--- config.mk ---
export PLATFORM = sky130hd
export DESIGN_NAME = fir_ctrl
export DESIGN_NICKNAME = d
export VERILOG_FILES = /design/src/rtl/fir_ctrl_pkg.sv /design/src/rtl/fir_coef_bank.sv /design/src/rtl/fir_ctrl.sv
export SDC_FILE = /design/constraint.sdc
export NUM_CORES = 1
export LEC_CHECK = 0
export CORE_AREA = 2 2 125 127
export CTS_CLUSTER_DIAMETER = 80
export DETAILED_ROUTE_END_ITERATION = 8
export DIE_AREA = 0 0 127 129
export DONT_BUFFER_PORTS = 1
export GPL_TIMING_DRIVEN = 0
export PLACE_DENSITY_LB_ADDON = 0.15
export REMOVE_ABC_BUFFERS = 1
export SLEW_MARGIN = 20
export SYNTH_ARGS = -nofsm -noshare
export SYNTH_HDL_FRONTEND = slang
export SYNTH_SLANG_ARGS = --single-unit
--- constraint.sdc ---
create_clock -name i_clk -period 3.1 [get_ports i_clk]
set_clock_uncertainty 0.2 [all_clocks]
set_input_delay 0.62 -clock i_clk [delete_from_list [all_inputs] [get_ports i_clk]]
set_output_delay 0.62 -clock i_clk [all_outputs]
set_load 0.02 [all_outputs]
--- src/rtl/fir_ctrl_pkg.sv ---
// Shared FIR definitions: controller state encoding and default widths.
// The tap-chain top uses the same defaults so the two always agree.
package fir_ctrl_pkg;

    localparam int DEF_DATA_WIDTH = 24;
    localparam int DEF_NUM_TAPS   = 8;

    typedef enum logic [1:0] {
        ST_LOAD  = 2'd0,
        ST_FLUSH = 2'd1,
        ST_RUN   = 2'd2
    } state_t;

endpackage

--- src/rtl/fir_coef_bank.sv ---
// Coefficient register file, one write per cycle; a flagged write also clears all higher entries.
// Output is the flattened bank, one cycle after the write; there is no backpressure.
module fir_coef_bank
    import fir_ctrl_pkg::*;
#(
    parameter int DATA_WIDTH = DEF_DATA_WIDTH,
    parameter int NUM_TAPS   = DEF_NUM_TAPS,
    parameter int IDX_W      = $clog2(NUM_TAPS)
) (
    input  logic                           clk,
    input  logic                           rst_n,
    input  logic                           wr_en,
    input  logic [IDX_W-1:0]               wr_idx,
    input  logic [DATA_WIDTH-1:0]          wr_dat,
    input  logic                           zero_fill,
    output logic [NUM_TAPS*DATA_WIDTH-1:0] weights
);

    logic [DATA_WIDTH-1:0] bank [NUM_TAPS];

    always_ff @(posedge clk or negedge rst_n) begin
        if (!rst_n) begin
            for (int k = 0; k < NUM_TAPS; k++) begin
                bank[k] <= '0;
            end
        end else if (wr_en) begin
            for (int k = 0; k < NUM_TAPS; k++) begin
                if (IDX_W'(k) == wr_idx) begin
                    bank[k] <= wr_dat;
                end else if (zero_fill && (IDX_W'(k) > wr_idx)) begin
                    bank[k] <= '0;
                end
            end
        end
    end

    for (genvar g = 0; g < NUM_TAPS; g++) begin : g_flat
        assign weights[g*DATA_WIDTH +: DATA_WIDTH] = bank[g];
    end

endmodule

--- src/rtl/fir_ctrl.sv ---
// FIR sequencer: load coefficients, flush the taps with NUM_TAPS zeros, then one enable per sample.
// Result valid one cycle after acceptance; a held result (valid && !ready) stalls sample intake.
module fir_ctrl
    import fir_ctrl_pkg::*;
#(
    parameter int DATA_WIDTH = DEF_DATA_WIDTH,
    parameter int NUM_TAPS   = DEF_NUM_TAPS
) (
    input  logic                           i_clk,
    input  logic                           i_rst_n,
    input  logic [DATA_WIDTH-1:0]          iv_coef,
    input  logic                           i_coef_valid,
    input  logic                           i_coef_last,
    output logic                           o_coef_ready,
    input  logic [DATA_WIDTH-1:0]          iv_sample,
    input  logic                           i_sample_valid,
    output logic                           o_sample_ready,
    input  logic                           i_reload,
    output logic [DATA_WIDTH-1:0]          ov_chain_din,
    output logic                           o_tap_en,
    output logic [NUM_TAPS*DATA_WIDTH-1:0] ov_weights,
    input  logic [DATA_WIDTH-1:0]          iv_chain_sum,
    output logic [DATA_WIDTH-1:0]          ov_result,
    output logic                           o_result_valid,
    input  logic                           i_result_ready,
    output logic                           o_busy
);

    localparam int IDX_W = $clog2(NUM_TAPS);
    localparam int CNT_W = $clog2(NUM_TAPS + 1);

    state_t           state, state_nxt;
    logic [IDX_W-1:0] idx, idx_nxt;
    logic [CNT_W-1:0] flush_cnt, flush_cnt_nxt;
    logic             reload_pend, reload_pend_nxt;
    logic             result_valid_nxt;
    logic             coef_wr;
    logic             coef_end;

    assign coef_wr  = o_coef_ready && i_coef_valid;
    assign coef_end = i_coef_last || (idx == IDX_W'(NUM_TAPS - 1));

    fir_coef_bank #(
        .DATA_WIDTH (DATA_WIDTH),
        .NUM_TAPS   (NUM_TAPS),
        .IDX_W      (IDX_W)
    ) u_bank (
        .clk       (i_clk),
        .rst_n     (i_rst_n),
        .wr_en     (coef_wr),
        .wr_idx    (idx),
        .wr_dat    (iv_coef),
        .zero_fill (coef_end),
        .weights   (ov_weights)
    );

    // The chain only shifts on o_tap_en, so its registered sum is already stable under stall.
    assign ov_result = iv_chain_sum;

    always_comb begin
        state_nxt        = state;
        idx_nxt          = idx;
        flush_cnt_nxt    = flush_cnt;
        reload_pend_nxt  = reload_pend;
        result_valid_nxt = o_result_valid;
        o_coef_ready     = 1'b0;
        o_sample_ready   = 1'b0;
        o_tap_en         = 1'b0;
        ov_chain_din     = '0;
        case (state)
            ST_LOAD: begin
                o_coef_ready = 1'b1;
                if (i_coef_valid) begin
                    if (coef_end) begin
                        idx_nxt   = '0;
                        state_nxt = ST_FLUSH;
                    end else begin
                        idx_nxt = idx + 1'b1;
                    end
                end
            end
            ST_FLUSH: begin
                o_tap_en = 1'b1;
                if (flush_cnt == CNT_W'(NUM_TAPS - 1)) begin
                    flush_cnt_nxt = '0;
                    state_nxt     = ST_RUN;
                end else begin
                    flush_cnt_nxt = flush_cnt + 1'b1;
                end
            end
            ST_RUN: begin
                o_sample_ready = !reload_pend && (!o_result_valid || i_result_ready);
                o_tap_en       = i_sample_valid && o_sample_ready;
                if (o_tap_en) begin
                    ov_chain_din = iv_sample;
                end
                if (i_reload) begin
                    reload_pend_nxt = 1'b1;
                end
                if (o_tap_en) begin
                    result_valid_nxt = 1'b1;
                end else if (i_result_ready) begin
                    result_valid_nxt = 1'b0;
                end
                // Leave only once the last result has drained downstream.
                if (reload_pend && !o_result_valid) begin
                    reload_pend_nxt = 1'b0;
                    state_nxt       = ST_LOAD;
                end
            end
            default: begin
                state_nxt = ST_LOAD;
            end
        endcase
    end

    always_ff @(posedge i_clk or negedge i_rst_n) begin
        if (!i_rst_n) begin
            state          <= ST_LOAD;
            idx            <= '0;
            flush_cnt      <= '0;
            reload_pend    <= 1'b0;
            o_result_valid <= 1'b0;
            o_busy         <= 1'b1;
        end else begin
            state          <= state_nxt;
            idx            <= idx_nxt;
            flush_cnt      <= flush_cnt_nxt;
            reload_pend    <= reload_pend_nxt;
            o_result_valid <= result_valid_nxt;
            o_busy         <= (state_nxt != ST_RUN);
        end
    end

endmodule

---- Word-level counts from Yosys, hierarchy flattened ----
Index checks and enable logic that the tools add are counted.
cells by class
  add/subtract/negate cells ............... 2
  order comparisons ....................... 8
  equality and inequality tests ........... 12
  mux-type cells .......................... 32
  reductions and logical operators ........ 39
operator list
  cell                 count
  $mux 24              18
  $reduce_and 2->1     11
  $reduce_bool 2->1    10
  $eq 3x3->1 const A   4
  $gt 3x3->1 const A   4
  $logic_and 1x1->1    12
  $mux 2               4
  $eq 2x3->1 const A   2
  $gt 1x3->1 const A   2
  $gt 2x3->1 const A   2
  $mux 1               6
  $pmux 2 s3           1
  $add 4x1->4 const B  1
  $eq 4x3->1 const B   1
  $mux 4               1
  $add 3x1->3 const B  1
  $eq 1x3->1 const A   1
  $eq 3x3->1 const B   1
  $logic_not 3->1      1
  $mux 3               1
  $eq 2x1->1 const B   1
  $eq 2x2->1 const B   1
  $logic_not 1->1      2
  $logic_not 2->1      1
  other kinds (3)      4
storage, ports and cells
  flip-flop bits (word level) ............. 204
  input bits .............................. 79

---- Longest topological paths before layout ----
  word-level depth ........................ 6
  mapped depth ............................ 8
  mapped depth without buffers ............ 6

---- By module ----
From an unflattened synthesis, not the netlist that was laid out.
second synthesis, totals
  cell total of the unflattened synthesis .. 638
  area total of the unflattened synthesis .. 8399.3 µm²
by module, submodules not included
  module         times used  cells an instance  area each (µm²)
  fir_coef_bank  1           524                7375.8
  fir_ctrl       1           114                1023.5

---- Least setup slack after synthesis ----
OpenSTA, ideal clock, no wires.
  path kind ............................... reg2out
  start ................................... register state[0]
  end ..................................... output port ov_chain_din[14]
  data arrival time ....................... 1.620 ns
  required time ........................... 2.280 ns
  path slack .............................. 0.660 ns
  stages on the path, launching flop included .. 6
  path buffers ............................ 1
  cells stage by stage .................... dfrtp_1 > inv_1 > ha_1 > o211a_1 > clkbuf_1 > and3_1
between the ends
  cells in the longest elaborated chain, start to end .. 2
RTL lines
  item                    RTL line         text
  from (decl)             fir_ctrl.sv:32   state_t state, state_nxt;
  from (signal assigned)  fir_ctrl.sv:126  state <= state_nxt;
  $eq 2x2->1              fir_ctrl.sv:70   case (state)
  $mux 24                 fir_ctrl.sv:70
  to (decl)               fir_ctrl.sv:19   output logic [DATA_WIDTH-1:0] ov_chain_din,
No other way between the ends.

---- Worst setup path in the final report ----
  start ................................... register state[0]
  end ..................................... output port o_tap_en
between the ends
  cells in the longest elaborated chain, start to end .. 2
RTL lines
  item                                             RTL line        text
  $eq 2x2->1 / $eq 2x1->1 (equally long branches)  fir_ctrl.sv:70
  $pmux 1 s2 *                                     fir_ctrl.sv:70
  to (decl)                                        fir_ctrl.sv:20  output logic o_tap_en,
Every way passes the cells marked *; elsewhere a longest branch is shown, timed or not.

==> results.json <==
{
  "outcome": "finished with violations",
  "violations": "hold timing",
  "p_sw_share_pct": 36.5,
  "cts-root-buf": "clkbuf_16",
  "grt_pass1_vias": 5649,
  "multi_input_area_um2": 2630,
  "relSlewSlack_pct": 21.6,
  "synth_seq_cells": 204,
  "hold_violations": 204,
  "design.core.area_um2": 15000,
  "fp-row-count": 45,
  "cap_violations": 0,
  "ioPinCount": 324,
  "crit_required_ns": 2.28,
  "drt-pass1-iter-count": 5,
  "power_frac_comb_pct": 17.6,
  "max_stage_delay_ns": 0.41,
  "io_buffers": 0,
  "start_kind": "flip-flop",
  "min_path_type": "input pin to async pin",
  "power_switching_mw": 3.27,
  "whs_ns": -0.370,
  "timing.fmax_ghz": 0.346,
  "p_leak_nw": 4.30,
  "synth_warnings": 0,
  "drt_iter0_markers": 420,
  "clock_latency_ns": 0.49,
  "dpl_cell_area_um2": 8140,
  "cts_sinks": 204,
  "wl_per_cell_um": 29.7,
  "crit_chain": "inv_1 -> ha_1 -> o211a_4 -> and2_1 -> o21a_1",
  "finalSetupTns_ns": 0,
  "syn2layout_area_growth_pct": 8.31,
  "nFillCells": 1197,
  "power_density_nw_per_um2": 1000,
  "internal_power_mw": 5.69,
  "peakVddDrop_mv": 0.560,
  "stdcell_area_um2": 8930,
  "cts.path.max_buffers": 3,
  "viasPerCell": 6.83,
  "start_util_pct": 55.1,
  "clkPwrFrac_pct": 29.7,
  "n_antenna_cell": 0,
  "ys_types": 40,
  "end_kind": "primary output",
  "grtUsageTotal_pct": 29.6,
  "grt_setup_unrepaired": "no",
  "ys_seq_area_share_pct": 61.9,
  "tightest_slew_ns": 1.18,
  "grt_max_degree": 205,
  "antenna_found_initial": 0,
  "crit_family": "compound AO/OA/AOI/OAI gates",
  "cts_max_level": 1,
  "cts_tree": "built",
  "final.period_utilization_pct": 93.2,
  "crit_type": "flip-flop to primary output",
  "syn_inst": 689,
  "final_util_pct": 59.6,
  "drive_gt1_share_pct": 11.0,
  "cts.clk_slew.worst_paths_ns": 0.06,
  "die_w_um": 127,
  "fin_crit_ns": 2.89,
  "grt_first_pass_wirelength_um": 36500,
  "nets": 720,
  "slew_viol_final": 0,
  "seqCellArea_um2": 5110,
  "cts_made_buffers": 21,
  "synth_area_um2": 8250,
  "cp_slowest_cell": "dfrtp_1",
  "worstPathMaxFanout": 26,
  "routed_wirelength_um": 24700,
  "drcViolationCount": 0,
  "seqPwrFrac_pct": 52.7,
  "finalSetupViolCount": 0,
  "antenna_left": 0,
  "path_buf_inv": 1,
  "gp_congestion": 0.755,
  "grt.overflow.total": 0,
  "dieArea_um2": 16400,
  "fp.dieH_um": 129,
  "route.vias.total": 5691,
  "avgSynthCellArea_um2": 12.0,
  "dp_hpwl_um": 16000,
  "arrival_ns": 2.07
}
-- metal layers --
metal	GRT usage (%)	wire (um)
met5	3.53	80
met4	6.40	410
met3	11.7	2750
met2	45.1	11400
met1	40.4	10100
-- state kept, by name (all words and copies together) (netlist names) --
register        count
idx                 3
o_busy              1
u_bank.weights    192
o_result_valid      1
flush_cnt           4
state               2
reload_pend         1
-- what timing repair did --
item,4_1_cts,5_1_grt
buffers inserted,1,1
gates cloned,1,0
setup endpoints to repair,80,44
gates resized for setup,3,3
pin swaps,2,0
endpoints found under the hold margin,204,204
-- stage by stage --
step	total power, mW	worst slack (ns)	cells
after floorplan	5.55	-0.379	593
after global placement	6.05	-2.75	781
after detailed placement	6.27	-0.301	793
after CTS	8.99	0.0578	831
after global routing	9.32	0.00734	833
final	8.96	0.211	833
-- logic make-up after synthesis --
group / count (synthesis) / share of synthesized area, %
simple gates: 159 / 9.24
fa+ha+maj: 9 / 1.37
xor+xnor: 1 / 0.106
flops: 204 / 61.9
buf+inv: 102 / 7.21
compound gates: 212 / 19.9
mux: 2 / 0.273
-- placed cells by master (no fill, tap or decap), drive strengths merged --
| cell type | n |
|---|---|
| a21boi | 1 |
| a21o | 2 |
| a21oi | 4 |
| a22o | 145 |
| a31oi | 2 |
| and2 | 3 |
| and3 | 27 |
| and3b | 1 |
| buf | 15 |
| bufinv | 4 |
| clkbuf | 29 |
| clkinv | 2 |
| clkinvlp | 1 |
| dfrtp | 203 |
| dfstp | 1 |
| ha | 9 |
| inv | 6 |
| mux2 | 2 |
| nand2 | 103 |
| nand2b | 1 |
| nand3 | 2 |
| nand3b | 2 |
| nand4 | 1 |
| nand4b | 1 |
| nor2 | 10 |
| nor3 | 7 |
| nor3b | 2 |
| o211a | 1 |
| o211ai | 1 |
| o21a | 2 |
| o21ai | 52 |
| o221a | 1 |
| o311ai | 1 |
| xnor2 | 1 |
-- layout make-up --
type | count | area share, %
Sequential cell | 204 | 57.2
Inverter | 6 | 0.252
Clock inverter | 7 | 1.54
Tap cell | 188 | 2.63
Timing Repair Buffer | 15 | 2.30
Clock buffer | 29 | 6.67
Multi-Input combinational cell | 384 | 29.4
-- path summary, 6_finish.rpt --
path                       slack [ns]                   to  cells past startpoint         start
setup reg to reg                 0.22   u_bank.weights[68]                      5        idx[2]
hold reg to reg                  0.30         flush_cnt[2]                      1  flush_cnt[2]
max in group asynchronous        2.81               o_busy                      0       i_rst_n
min in group i_clk               0.05  u_bank.weights[115]                      2   iv_coef[19]
hold / removal                  -0.37  u_bank.weights[167]                      0       i_rst_n
setup / recovery                 0.21             o_tap_en                      5      state[0]
-- Yosys cell counts, drive strengths merged --
cell    count  share of area (%)
dfrtp     203                 62
a22o      145                 15
nand2     103                4.7
buf        69                5.7
o21ai      52                3.2
and3       27                2.0
clkbuf     27                1.2
ha          9                1.4
nor2        9               0.47
nor3        7               0.70
inv         6               0.27
a21oi       4               0.24
and2        3               0.23
a21o        2               0.18
a31oi       2               0.15
mux2        2               0.27
nand3       2               0.18
nand3b      2               0.18
nor3b       2               0.38
o21a        2               0.18
a21boi      1               0.14
and3b       1               0.11
dfstp       1               0.32
nand2b      1              0.076
nand4       1              0.076
nand4b      1               0.11
o211a       1               0.12
o211ai      1              0.091
o221a       1               0.14
o311ai      1               0.11
xnor2       1               0.11
-- power by group through the flow --
| stage | Sequential [mW] | Clock, mW | Combinational [mW] |
|---|---|---|---|
| after floorplan | 4.51 | 0 | 1.04 |
| after global placement | 4.72 | 0 | 1.33 |
| after detailed placement | 4.73 | 0 | 1.54 |
| after CTS | 4.71 | 2.71 | 1.56 |
| after global routing | 4.79 | 2.82 | 1.72 |
| final | 4.72 | 2.66 | 1.58 |
No activity file was read; power rests on OpenSTA's default activity.
